$ cat config.mk
export PLATFORM = sky130hd
export DESIGN_NAME = mem_arbiter
export DESIGN_NICKNAME = d
export VERILOG_FILES = /design/src/rtl/mem_arbiter.sv
export SDC_FILE = /design/constraint.sdc
export NUM_CORES = 1
export LEC_CHECK = 0
export ABC_CLOCK_PERIOD_IN_PS = 1900
export BUFFER_PORTS_ARGS = -buffer_cell sky130_fd_sc_hd__buf_2
export CELL_PAD_IN_SITES_DETAIL_PLACEMENT = 0
export CELL_PAD_IN_SITES_GLOBAL_PLACEMENT = 1
export CORE_MARGIN = 2
export CORE_UTILIZATION = 21
export DETAILED_ROUTE_END_ITERATION = 10
export HOLD_SLACK_MARGIN = 0.08
export PLACE_DENSITY = 0.85
export SLEW_MARGIN = 25
export SYNTH_ARGS = -nofsm -noshare
export SYNTH_HDL_FRONTEND = slang
export SYNTH_SLANG_ARGS = --single-unit
$ cat constraint.sdc
create_clock -name clock -period 1.9 [get_ports clock]
set_input_delay 0 -clock clock [delete_from_list [all_inputs] [get_ports clock]]
set_output_delay 0 -clock clock [all_outputs]
set_load 0.01 [all_outputs]
$ cat src/rtl/mem_arbiter.sv
// mem_arbiter: round-robin arbiter sharing one single-port synchronous data
// memory among NREQ requesters, with each owner's tenure bounded while others wait.
//
// Ports:
//   clock      : system clock, rising edge
//   nrst       : synchronous active-low reset
//   req        : per-requester request, held for the whole burst
//   req_addr   : packed addresses, requester i at [i*WORD_WIDTH +: WORD_WIDTH]
//   req_wr_en  : per-requester write enable
//   req_wdata  : packed write data, same packing as req_addr
//   gnt        : registered one-hot grant
//   rvalid     : registered per-requester read-data-valid
//   rdata      : memory read data broadcast to all requesters
//   mem_addr   : memory address
//   mem_wr_en  : memory write enable
//   mem_wdata  : memory write data
//   mem_rdata  : memory read data, valid one cycle after the address
//   busy       : high whenever any grant bit is set
module mem_arbiter #(
  parameter int NREQ       = 4,
  parameter int WORD_WIDTH = 16,
  parameter int MAX_BURST  = 8
) (
  input  logic                       clock,
  input  logic                       nrst,
  input  logic [NREQ-1:0]            req,
  input  logic [NREQ*WORD_WIDTH-1:0] req_addr,
  input  logic [NREQ-1:0]            req_wr_en,
  input  logic [NREQ*WORD_WIDTH-1:0] req_wdata,
  output logic [NREQ-1:0]            gnt,
  output logic [NREQ-1:0]            rvalid,
  output logic [WORD_WIDTH-1:0]      rdata,
  output logic [WORD_WIDTH-1:0]      mem_addr,
  output logic                       mem_wr_en,
  output logic [WORD_WIDTH-1:0]      mem_wdata,
  input  logic [WORD_WIDTH-1:0]      mem_rdata,
  output logic                       busy
);

  localparam int IDXW = $clog2(NREQ);
  localparam logic [7:0] CNT_MAX = 8'(MAX_BURST - 1);

  typedef enum logic {IDLE, GRANT} state_t;

  state_t          state_q, state_d;
  logic [NREQ-1:0] gnt_q, gnt_d;
  logic [NREQ-1:0] rvalid_q, rvalid_d;
  // owner_q also serves as the last-owner pointer: it keeps its value in IDLE,
  // so the next search always starts just after whoever owned the port last.
  logic [IDXW-1:0] owner_q, owner_d;
  logic [7:0]      burstCnt_q, burstCnt_d;

  logic [NREQ-1:0] ownerMask;
  logic [NREQ-1:0] others;
  logic [NREQ-1:0] candidates;
  logic [IDXW-1:0] winIdx;
  logic            winFound;
  logic            holdGrant;

  // While granted, the owner itself is never a candidate: on release its req is
  // already low, and on a forced rotation it must be skipped.
  always_comb begin
    ownerMask          = '0;
    ownerMask[owner_q] = 1'b1;
    others             = req & ~ownerMask;
    candidates         = (state_q == GRANT) ? others : req;
  end

  // Round-robin search starting one past the last owner, wrapping around.
  always_comb begin
    int            idx;
    logic [IDXW-1:0] idxSel;
    idx      = 0;
    idxSel   = '0;
    winFound = 1'b0;
    winIdx   = '0;
    for (int k = 1; k <= NREQ; k++) begin
      idx    = (int'(owner_q) + k) % NREQ;
      idxSel = IDXW'(idx);
      if (!winFound && candidates[idxSel]) begin
        winFound = 1'b1;
        winIdx   = idxSel;
      end
    end
  end

  // Grant FSM next-state: hold while the owner still wants the port and either
  // has tenure left or nobody else is waiting; otherwise hand over or go idle.
  always_comb begin
    state_d    = state_q;
    gnt_d      = gnt_q;
    owner_d    = owner_q;
    burstCnt_d = burstCnt_q;
    holdGrant  = req[owner_q] && ((burstCnt_q < CNT_MAX) || (others == '0));
    rvalid_d   = gnt_q & req & ~req_wr_en;

    case (state_q)
      IDLE: begin
        if (winFound) begin
          state_d        = GRANT;
          gnt_d          = '0;
          gnt_d[winIdx]  = 1'b1;
          owner_d        = winIdx;
          burstCnt_d     = '0;
        end
      end
      GRANT: begin
        if (holdGrant) begin
          if (burstCnt_q < CNT_MAX) begin
            burstCnt_d = burstCnt_q + 8'd1;
          end
        end else if (winFound) begin
          gnt_d         = '0;
          gnt_d[winIdx] = 1'b1;
          owner_d       = winIdx;
          burstCnt_d    = '0;
        end else begin
          state_d    = IDLE;
          gnt_d      = '0;
          burstCnt_d = '0;
        end
      end
    endcase
  end

  // State register; reset abandons any burst and points "last" at NREQ-1 so
  // requester 0 is first in line.
  always_ff @(posedge clock) begin
    if (!nrst) begin
      state_q    <= IDLE;
      gnt_q      <= '0;
      rvalid_q   <= '0;
      owner_q    <= IDXW'(NREQ - 1);
      burstCnt_q <= '0;
    end else begin
      state_q    <= state_d;
      gnt_q      <= gnt_d;
      rvalid_q   <= rvalid_d;
      owner_q    <= owner_d;
      burstCnt_q <= burstCnt_d;
    end
  end

  // Port mux: a granted requester that has already dropped req drives nothing,
  // so it can never issue a stray write.
  always_comb begin
    mem_addr  = '0;
    mem_wr_en = 1'b0;
    mem_wdata = '0;
    for (int i = 0; i < NREQ; i++) begin
      if (gnt_q[i] && req[i]) begin
        mem_addr  = req_addr[i*WORD_WIDTH +: WORD_WIDTH];
        mem_wr_en = req_wr_en[i];
        mem_wdata = req_wdata[i*WORD_WIDTH +: WORD_WIDTH];
      end
    end
  end

  assign gnt    = gnt_q;
  assign rvalid = rvalid_q;
  assign busy   = |gnt_q;
  assign rdata  = mem_rdata;

endmodule

==> impl_table.tex, run 1 <==
\begin{tabular}{lr}
\hline
Metric & Value \\
\hline
\multicolumn{2}{l}{\textbf{Worst setup path}} \\
\quad Ordered cell list for the critical path & inv\_6 -> ha\_4 -> nor2b\_4 -> a2111oi\_4 -> buf\_4 -> buf\_4 -> o211ai\_1 -> and2\_1 -> a32o\_1 \\
\quad Highest-delay cell along the critical path & sky130\_fd\_sc\_hd\_\_dfxtp\_4 \\
\quad Worst-path maximum fanout & 4 \\
\quad Critical path type & flop to flop \\
\quad Delay of the slowest cell on the worst path & between 0.3 and 0.4 ns \\
\quad Critical Path RT & 2.05 ns \\
\quad Cell count along the critical path & 9 \\
\quad Crit. End Element & flop \\
\quad Count of buffering cells on the critical path with inverters included & 3 \\
\quad Largest delay contributor family on the critical path & compound AO/OA/AOI/OAI gates \\
\quad Critical Path Most Common Cell & sky130\_fd\_sc\_hd\_\_buf\_4 \\
\quad CP Data Arrival Time & around 2 ns \\
\quad Startpoint type of the worst setup path & flop \\
\quad Worst reg-to-reg path cell count & 9 \\
\multicolumn{2}{l}{\textbf{Global routing}} \\
\quad Number of antenna violations at the first check in global routing & 0 \\
\quad First-pass GRT wire length & 13500 um \\
\quad Remaining global-route overflow & 0 \\
\quad Total GRT Usage & 0.148 \\
\quad Via count of the first global-routing pass & between 2000 and 3000 \\
\quad Pin count of the biggest net entering global routing & 39 \\
\multicolumn{2}{l}{\textbf{Power}} \\
\quad Clock power share & 0.079 \\
\quad Worst VDD drop & roughly 0.33 mV \\
\quad Sw frac & 0.447 \\
\quad Relative contribution of combinational cells to total power & 0.757 \\
\quad Total power density per cell area & roughly 960 nW/um2 \\
\quad Switching power summed over all nets & between 0.0015 and 0.002 W \\
\quad Sequential share of power & 0.163 \\
\quad Total power & between 0.003 and 0.004 W \\
\quad Internal power & between 0.0015 and 0.002 W \\
\quad Leakage power & about 1.7 nW \\
\multicolumn{2}{l}{\textbf{Detailed routing}} \\
\quad Routed vias & between 2000 and 3000 \\
\quad Remaining antenna violation count after routing & 0 \\
\quad Vias per cell & between 4 and 5 \\
\quad DR pass1 iterations & 6 \\
\quad Routed WL per cell & around 15 um \\
\quad Residual DRC & 0 \\
\quad Final wirelength & approximately 9000 um \\
\quad Detailed Route Iter0 Violations & about 150 \\
\multicolumn{2}{l}{\textbf{Min path}} \\
\quad Worst min-delay path class & input pin to flop \\
\quad WHS Path Cells & 3 \\
\multicolumn{2}{l}{\textbf{Yosys}} \\
\quad Count of distinct cell types in the synthesized netlist & 45 \\
\quad Sequential cell area fraction in the yosys report & 0.181 \\
\quad \#FFs+latches synth & 19 \\
\quad Synth Warn \# & 0 \\
\quad Share of the synthesized area in the top cell type & 0.181 \\
\quad Most frequently used flop master after synthesis & sky130\_fd\_sc\_hd\_\_dfxtp\_1 \\
\quad Number of standard cells after synthesis & $\sim$290 \\
\quad Share of flip-flops with an asynchronous set or reset after synthesis & 0 \\
\quad Cell type with the largest total area after synthesis & sky130\_fd\_sc\_hd\_\_dfxtp\_1 \\
\quad Area of the mapped netlist & roughly 2100 um2 \\
\quad Leading cell types by total area after synthesis & sky130\_fd\_sc\_hd\_\_dfxtp\_1 (18\%), sky130\_fd\_sc\_hd\_\_a221o\_1 (16\%), sky130\_fd\_sc\_hd\_\_o21ai\_0 (14\%) \\
\quad Syn Area/Cell & 7.36 um2 \\
\quad Synthesized netlist net count & between 400 and 500 \\
\quad Number of flops mapped to enable cells by yosys & 0 \\
\multicolumn{2}{l}{\textbf{STA}} \\
\quad Unrepaired setup endpoints after global routing & true \\
\quad Final hold violation count & 0 \\
\quad Setup violations, final & 0 \\
\quad Achievable frequency & roughly 530 MHz \\
\quad Post-Route Skew & around 0.0042 ns \\
\quad Hold slack & $\sim$0.17 ns \\
\quad Worst rel slew slack & 0.772 \\
\quad Measured slew at the worst slew-check pin & 0.339 ns \\
\quad Count of pins over their slew limit & 0 \\
\quad Final worst-path cycle share & 0.999 \\
\quad Shortest period the worst path allows & $\sim$1.9 ns \\
\multicolumn{2}{l}{\textbf{Layout}} \\
\quad Most common cell after layout, fill and taps aside & sky130\_fd\_sc\_hd\_\_buf\_2 \\
\quad Layout Nets & between 600 and 700 \\
\quad Final instance area & approximately 3700 um2 \\
\quad Number of fill cells & about 1000 \\
\quad P\&R area growth vs syn & 74.2\% \\
\quad Utilization after layout & 0.377 \\
\quad Fraction of layout instances using a drive strength above 1 & 0.529 \\
\quad Number of cells in the finished layout apart from fillers & between 600 and 700 \\
\quad Antenna diode instance count & 0 \\
\quad Highest-count cells in the layout ignoring fill and taps & sky130\_fd\_sc\_hd\_\_buf\_2 (179), sky130\_fd\_sc\_hd\_\_o21ai\_0 (58), sky130\_fd\_sc\_hd\_\_nand2\_1 (41) \\
\multicolumn{2}{l}{\textbf{Placed design}} \\
\quad Buffers on Ports & approximately 180 \\
\quad Post-Place Cells & 579 \\
\quad Gpl congestion & 0.782 \\
\quad Placed wire-length estimate after detailed placement & roughly 6600 um \\
\quad Cell area reported after detailed placement & between 3000 and 4000 um2 \\
\multicolumn{2}{l}{\textbf{Floorplan}} \\
\quad Die width & around 100 um \\
\quad Vertical extent of the die & $\sim$100 um \\
\quad IO Count & 212 \\
\quad Area enclosed by the die boundary & roughly 11000 um2 \\
\quad Core outline area & a little under 10000 um2 \\
\quad Initial Utilization & 0.216 \\
\quad Count of standard-cell rows & 36 \\
\multicolumn{2}{l}{\textbf{Clock network}} \\
\quad Clock tree from TritonCTS & done \\
\quad Maximum number of buffers from clock root to sink & 2 \\
\quad TritonCTS Sinks & 19 \\
\quad Clock slew seen by the registers of the worst setup and hold paths & approximately 0.07 ns \\
\quad TritonCTS buffer count & 3 \\
\quad CTS Root Buffer Type & sky130\_fd\_sc\_hd\_\_clkbuf\_8 \\
\quad Worst-skew pair later-pin latency & 0.25 ns \\
\quad Number of levels the H-tree was split into & 1 \\
\multicolumn{2}{l}{\textbf{Job}} \\
\quad Max capacitance violation total & 0 \\
\multicolumn{2}{l}{\textbf{Status}} \\
\quad Status & complete, no violations \\
\hline
\end{tabular}
## tightest hold or removal path: cells and delay by family
kind,cells,cell delay (ns)
simple gates,2,0.24
buf+inv,1,0.14
## stage by stage
step	TNS (ns)	setup slack, ns
detailed placement	-0.530	-0.102
global route	-0.206	-0.0453
CTS	-0.00310	-0.00249
finish	0	0.00159
global placement	-0.227	-0.0520
floorplan	0	0.0140
## layer usage
metal / GRT usage / wire [um] / vias up
met1: 0.180 / 3700 / 1320
met3: 0.0201 / 558 / 4
met2: 0.281 / 4560 / 132
li1: - / - / 1461
met5: 0 / 0 / -
met4: 0.0193 / 41 / 0
## layout make-up
cell class / count / area, um2 / area share
clock buffer: 4 / 45.0 / 0.0123
inverter: 5 / 26.3 / 0.00717
multi-input combinational: 221 / 1670 / 0.456
sequential: 19 / 389 / 0.106
tap: 133 / 166 / 0.0454
timing repair buffer: 229 / 1370 / 0.373
## synthesized netlist by cell type, types with 3 or more instances
| library cell | number |
|---|---|
| sky130_fd_sc_hd__a21oi_1 | 8 |
| sky130_fd_sc_hd__ha_1 | 5 |
| sky130_fd_sc_hd__a221o_1 | 33 |
| sky130_fd_sc_hd__dfxtp_1 | 19 |
| sky130_fd_sc_hd__clkbuf_1 | 17 |
| sky130_fd_sc_hd__nor2b_1 | 4 |
| sky130_fd_sc_hd__a32o_1 | 3 |
| sky130_fd_sc_hd__o21ai_1 | 11 |
| sky130_fd_sc_hd__buf_2 | 4 |
| sky130_fd_sc_hd__inv_1 | 5 |
| sky130_fd_sc_hd__nor2_1 | 5 |
| sky130_fd_sc_hd__and2_1 | 9 |
| sky130_fd_sc_hd__buf_4 | 17 |
| sky130_fd_sc_hd__nand2_1 | 41 |
| sky130_fd_sc_hd__o21ai_0 | 60 |
| sky130_fd_sc_hd__a21bo_2 | 3 |
| sky130_fd_sc_hd__nor3b_1 | 3 |
## registers in the layout, summed over array words and instances (netlist names)
signal      count
burstCnt_q      8
gnt             4
rvalid          4
owner_q         2
state_q         1
## path summary, 6_finish.rpt
check / startpoint / end / slack (ns)
hold / removal: req[0] / rvalid[0] / 0.17
setup reg to reg: owner_q[1] / gnt[0] / 0.002
setup / recovery: owner_q[1] / gnt[0] / 0.002
hold reg to reg: burstCnt_q[7] / burstCnt_q[7] / 0.47
## power groups by stage
stage	clock network [W]	registers [W]	logic (W)
floorplan	0	0.000542	0.00140
global placement	0	0.000539	0.00222
detailed placement	0	0.000543	0.00225
CTS	0.000291	0.000540	0.00235
global route	0.000308	0.000580	0.00291
finish	0.000279	0.000573	0.00266
## timing repair
item                                    CTS  global route
endpoints found under the hold margin    22             0
buffers inserted                          0             7
pin swaps                                 0            17
resized for setup                        10            45
hold buffers                             21             0
endpoints found under the setup margin   15            27
## logic make-up (layout without fill, tap and decap cells)
logic type | count (synthesis) | count (layout) | synth area share
AO/OA/AOI/OAI | 139 | 139 | 0.476
adder cells (fa/ha/maj) | 5 | 5 | 0.0297
buffers and inverters | 46 | 238 | 0.122
flip-flops | 19 | 19 | 0.181
multiplexers | 4 | 4 | 0.0256
AND/OR/NAND/NOR | 73 | 73 | 0.166
(Power assumes the default switching activity.)
==> run 2: changes to the inputs <==
Settings changed: ABC_CLOCK_PERIOD_IN_PS 1900 to 1770, CORE_UTILIZATION 21 to 23, PLACE_DENSITY 0.85 to 0.88.
Clock period 1.9 ns to 1.77 ns, I/O delays scaled along.
==> run 2 against run 1 <==
Net effect: the flow now finishes with violations (negative setup slack); non-clock buffer count fell by 1; power increased by 9.0%; highest routed layer unchanged; global-route usage increased by 0.94 points; largest cell class unchanged; clock skew rose by 0.0063 ns; core utilization grew 4.1 points; final cell count fell by 4.3%; via count is 2.3% higher; cell area up 0.31%; fmax up 0.61%; first-iteration DRC count decreased by 46%.
==> impl_table.tex, run 2 (synthesized netlist as in run 1, its figures left out) <==
\begin{tabular}{lr}
\hline
Metric & Value \\
\hline
\multicolumn{2}{l}{\textbf{STA}} \\
\quad Count of pins over their slew limit & 0 (unchanged) \\
\quad Unrepaired setup endpoints after global routing & true \\
\quad Final hold violation count & 0 (unchanged) \\
\quad Post-Route Skew & 0.0105 ns (+0.00635 ns) \\
\quad Achievable frequency & 530 MHz (+0.61\%) \\
\quad Setup violations, final & 9 (+9) \\
\quad Setup TNS Final & -0.411 ns (-0.411 ns) \\
\quad Worst rel slew slack & 0.758 (-0.0141) \\
\quad Post-layout worst setup margin & -0.117 ns (-0.119 ns) \\
\quad Measured slew at the worst slew-check pin & 0.360 ns (+0.0210 ns) \\
\quad Shortest period the worst path allows & 1.89 ns (-0.0114 ns) \\
\quad Final worst-path cycle share & 1.07 (+0.0669) \\
\multicolumn{2}{l}{\textbf{Min path}} \\
\quad WHS Path Cells & 3 (unchanged) \\
\quad Hold endpoint & rvalid[0] \\
\quad HP Start & req[0] \\
\quad Worst min-delay path class & input pin to flop \\
\multicolumn{2}{l}{\textbf{Worst setup path}} \\
\quad Worst reg-to-reg path cell count & 7 (-2) \\
\quad CP Data Arrival Time & 2.03 ns (-0.02 ns) \\
\quad Crit. End Element & flop \\
\quad Worst flop-to-flop path startpoint & owner\_q[0] \\
\quad Setup slack of the worst register-to-register path & -0.12 ns (-0.12 ns) \\
\quad Largest delay contributor family on the critical path & compound AO/OA/AOI/OAI gates \\
\quad Count of buffering cells on the critical path with inverters included & 1 (-2) \\
\quad Startpoint type of the worst setup path & flop \\
\quad Critical Path RT & 1.91 ns (-0.14 ns) \\
\quad Ordered cell list for the critical path & inv\_4 -> ha\_4 -> mux2\_4 -> a21oi\_4 -> o21ai\_2 -> a32o\_2 -> a32o\_1 \\
\quad Reg-to-Reg End & gnt[0] \\
\quad Worst-path maximum fanout & 6 (+2) \\
\quad Delay of the slowest cell on the worst path & 0.43 ns (+0.05 ns) \\
\quad Highest-delay cell along the critical path & sky130\_fd\_sc\_hd\_\_dfxtp\_4 \\
\quad Critical path type & flop to flop \\
\multicolumn{2}{l}{\textbf{Global routing}} \\
\quad Total GRT Usage & 0.157 (+0.00940) \\
\quad First-pass GRT wire length & 12900 um (-4.5\%) \\
\quad Pin count of the biggest net entering global routing & 68 (+74\%) \\
\quad Number of antenna violations at the first check in global routing & 0 (unchanged) \\
\quad Via count of the first global-routing pass & 2768 (+0.65\%) \\
\quad Remaining global-route overflow & 0 (unchanged) \\
\multicolumn{2}{l}{\textbf{Clock network}} \\
\quad TritonCTS buffer count & 3 (unchanged) \\
\quad Number of levels the H-tree was split into & 1 (unchanged) \\
\quad Maximum number of buffers from clock root to sink & 2 (unchanged) \\
\quad Clock slew seen by the registers of the worst setup and hold paths & 0.07 ns (about the same) \\
\quad Worst-skew pair later-pin latency & 0.26 ns (about the same) \\
\quad CTS Root Buffer Type & sky130\_fd\_sc\_hd\_\_clkbuf\_8 \\
\quad Clock tree from TritonCTS & done \\
\quad TritonCTS Sinks & 19 (unchanged) \\
\multicolumn{2}{l}{\textbf{Detailed routing}} \\
\quad Vias per cell & 5.10 (+6.9\%) \\
\quad Final wirelength & 8700 um (-1.8\%) \\
\quad Routed WL per cell & 14.9 um (+2.5\%) \\
\quad Detailed Route Iter0 Violations & 80 (-46\%) \\
\quad DR pass1 iterations & 4 (-2) \\
\quad Remaining antenna violation count after routing & 0 (unchanged) \\
\quad Residual DRC & 0 (unchanged) \\
\quad Routed vias & 2985 (+2.3\%) \\
\multicolumn{2}{l}{\textbf{Floorplan}} \\
\quad Area enclosed by the die boundary & 9930 um2 (-8.4\%) \\
\quad Initial Utilization & 0.239 (+0.0227) \\
\quad Count of standard-cell rows & 34 (-5.6\%) \\
\quad Die width & 99.7 um (-4.3\%) \\
\quad IO Count & 212 (unchanged) \\
\quad Core outline area & 8810 um2 (-9.5\%) \\
\quad Vertical extent of the die & 99.7 um (-4.3\%) \\
\multicolumn{2}{l}{\textbf{Layout}} \\
\quad Final instance area & 3680 um2 (+0.31\%) \\
\quad Layout Nets & 637 (-0.16\%) \\
\quad Flip-flop count of the largest register after layout & 8 (unchanged) \\
\quad Fraction of layout instances using a drive strength above 1 & 0.535 (+0.00530) \\
\quad Most common cell after layout, fill and taps aside & sky130\_fd\_sc\_hd\_\_buf\_2 \\
\quad P\&R area growth vs syn & 74.7\% \\
\quad Utilization after layout & 0.418 (+0.0408) \\
\quad Register containing the most flip-flops in the final layout & burstCnt\_q \\
\quad Highest-count cells in the layout ignoring fill and taps & sky130\_fd\_sc\_hd\_\_buf\_2 (179), sky130\_fd\_sc\_hd\_\_o21ai\_0 (49), sky130\_fd\_sc\_hd\_\_nand2\_1 (40) \\
\quad Antenna diode instance count & 0 (unchanged) \\
\multicolumn{2}{l}{\textbf{Power}} \\
\quad Total power density per cell area & 1040 nW/um2 (+8.7\%) \\
\quad Total power & 0.00383 W (+9.0\%) \\
\quad Leakage power & 1.71 nW (+0.15\%) \\
\quad Worst VDD drop & 0.396 mV (+19\%) \\
\multicolumn{2}{l}{\textbf{Placed design}} \\
\quad Buffers on Ports & 179 (unchanged) \\
\quad Gpl congestion & 0.832 (+6.4\%) \\
\quad Setup slack at placement & -0.136 ns (-0.0342 ns) \\
\quad Placed wire-length estimate after detailed placement & 6520 um (-1.1\%) \\
\quad Cell area reported after detailed placement & 3150 um2 (+0.72\%) \\
\multicolumn{2}{l}{\textbf{Status}} \\
\quad Violations in the final reports & negative setup slack \\
\quad Status & complete, but fails checks \\
\multicolumn{2}{l}{\textbf{Job}} \\
\quad Max capacitance violation total & 0 (unchanged) \\
\hline
\end{tabular}
==> run 2: per-layer routing <==
layer	vias up	share of wire	track usage
li1	1457	-	-
met1	1359	0.40	0.181
met2	150	0.51	0.301
met3	19	0.062	0.0148
met4	0	0.026	0.0537
met5	-	0	0
==> run 2: how the worst max path moves through the flow <==
stage	start	endpoint	slack, ns	depth (start not counted)
after floorplan	owner_q[0]	owner_q[0]	-0.06	8
after global placement	owner_q[0]	gnt[0]	-0.06	6
after detailed placement	owner_q[0]	burstCnt_q[0]	-0.14	7
after CTS	owner_q[1]	gnt[0]	-0.06	8
after global routing	owner_q[0]	gnt[0]	-0.15	8
final	owner_q[0]	gnt[0]	-0.12	7
==> run 2: timing repair <==
item / 4_1_cts / 5_1_grt
gates resized for setup: 20 / 38
hold endpoints to repair: 22 / 0
pin swaps: 4 / 13
gates cloned: 0 / 2
buffers inserted: 0 / 4
setup endpoints to repair: 47 / 41
hold buffers: 21 / 0
==> run 2: area by class of cell <==
cell class | instances | area [um2]
fill | 901 | 5130
multi-input combinational | 221 | 1680
timing repair buffer | 228 | 1400
sequential | 19 | 390
tap | 108 | 135
clock buffer | 4 | 45.0
inverter | 5 | 23.8
==> run 2: power by group <==
group	switching, W	internal, W	total, W
clock network	0.000139	0.000160	0.000299
logic	0.00145	0.00146	0.00291
registers	0.000107	0.000509	0.000616
==> run 2: metrics by stage <==
stage | hold slack [ns] | std cells
floorplan | 0.0758 | 286
global placement | 0.0000686 | 554
detailed placement | 0.0000686 | 554
CTS | 0.150 | 579
global route | 0.142 | 585
finish | 0.136 | 585
==> run 2: worst register-to-register path, stage by stage, from the launching register on <==
cell and delay [ns]:
sky130_fd_sc_hd__dfxtp_4 0.43, sky130_fd_sc_hd__inv_4 0.06, sky130_fd_sc_hd__ha_4 0.28, sky130_fd_sc_hd__mux2_4 0.31, sky130_fd_sc_hd__a21oi_4 0.13, sky130_fd_sc_hd__o21ai_2 0.07, sky130_fd_sc_hd__a32o_2 0.25, sky130_fd_sc_hd__a32o_1 0.25
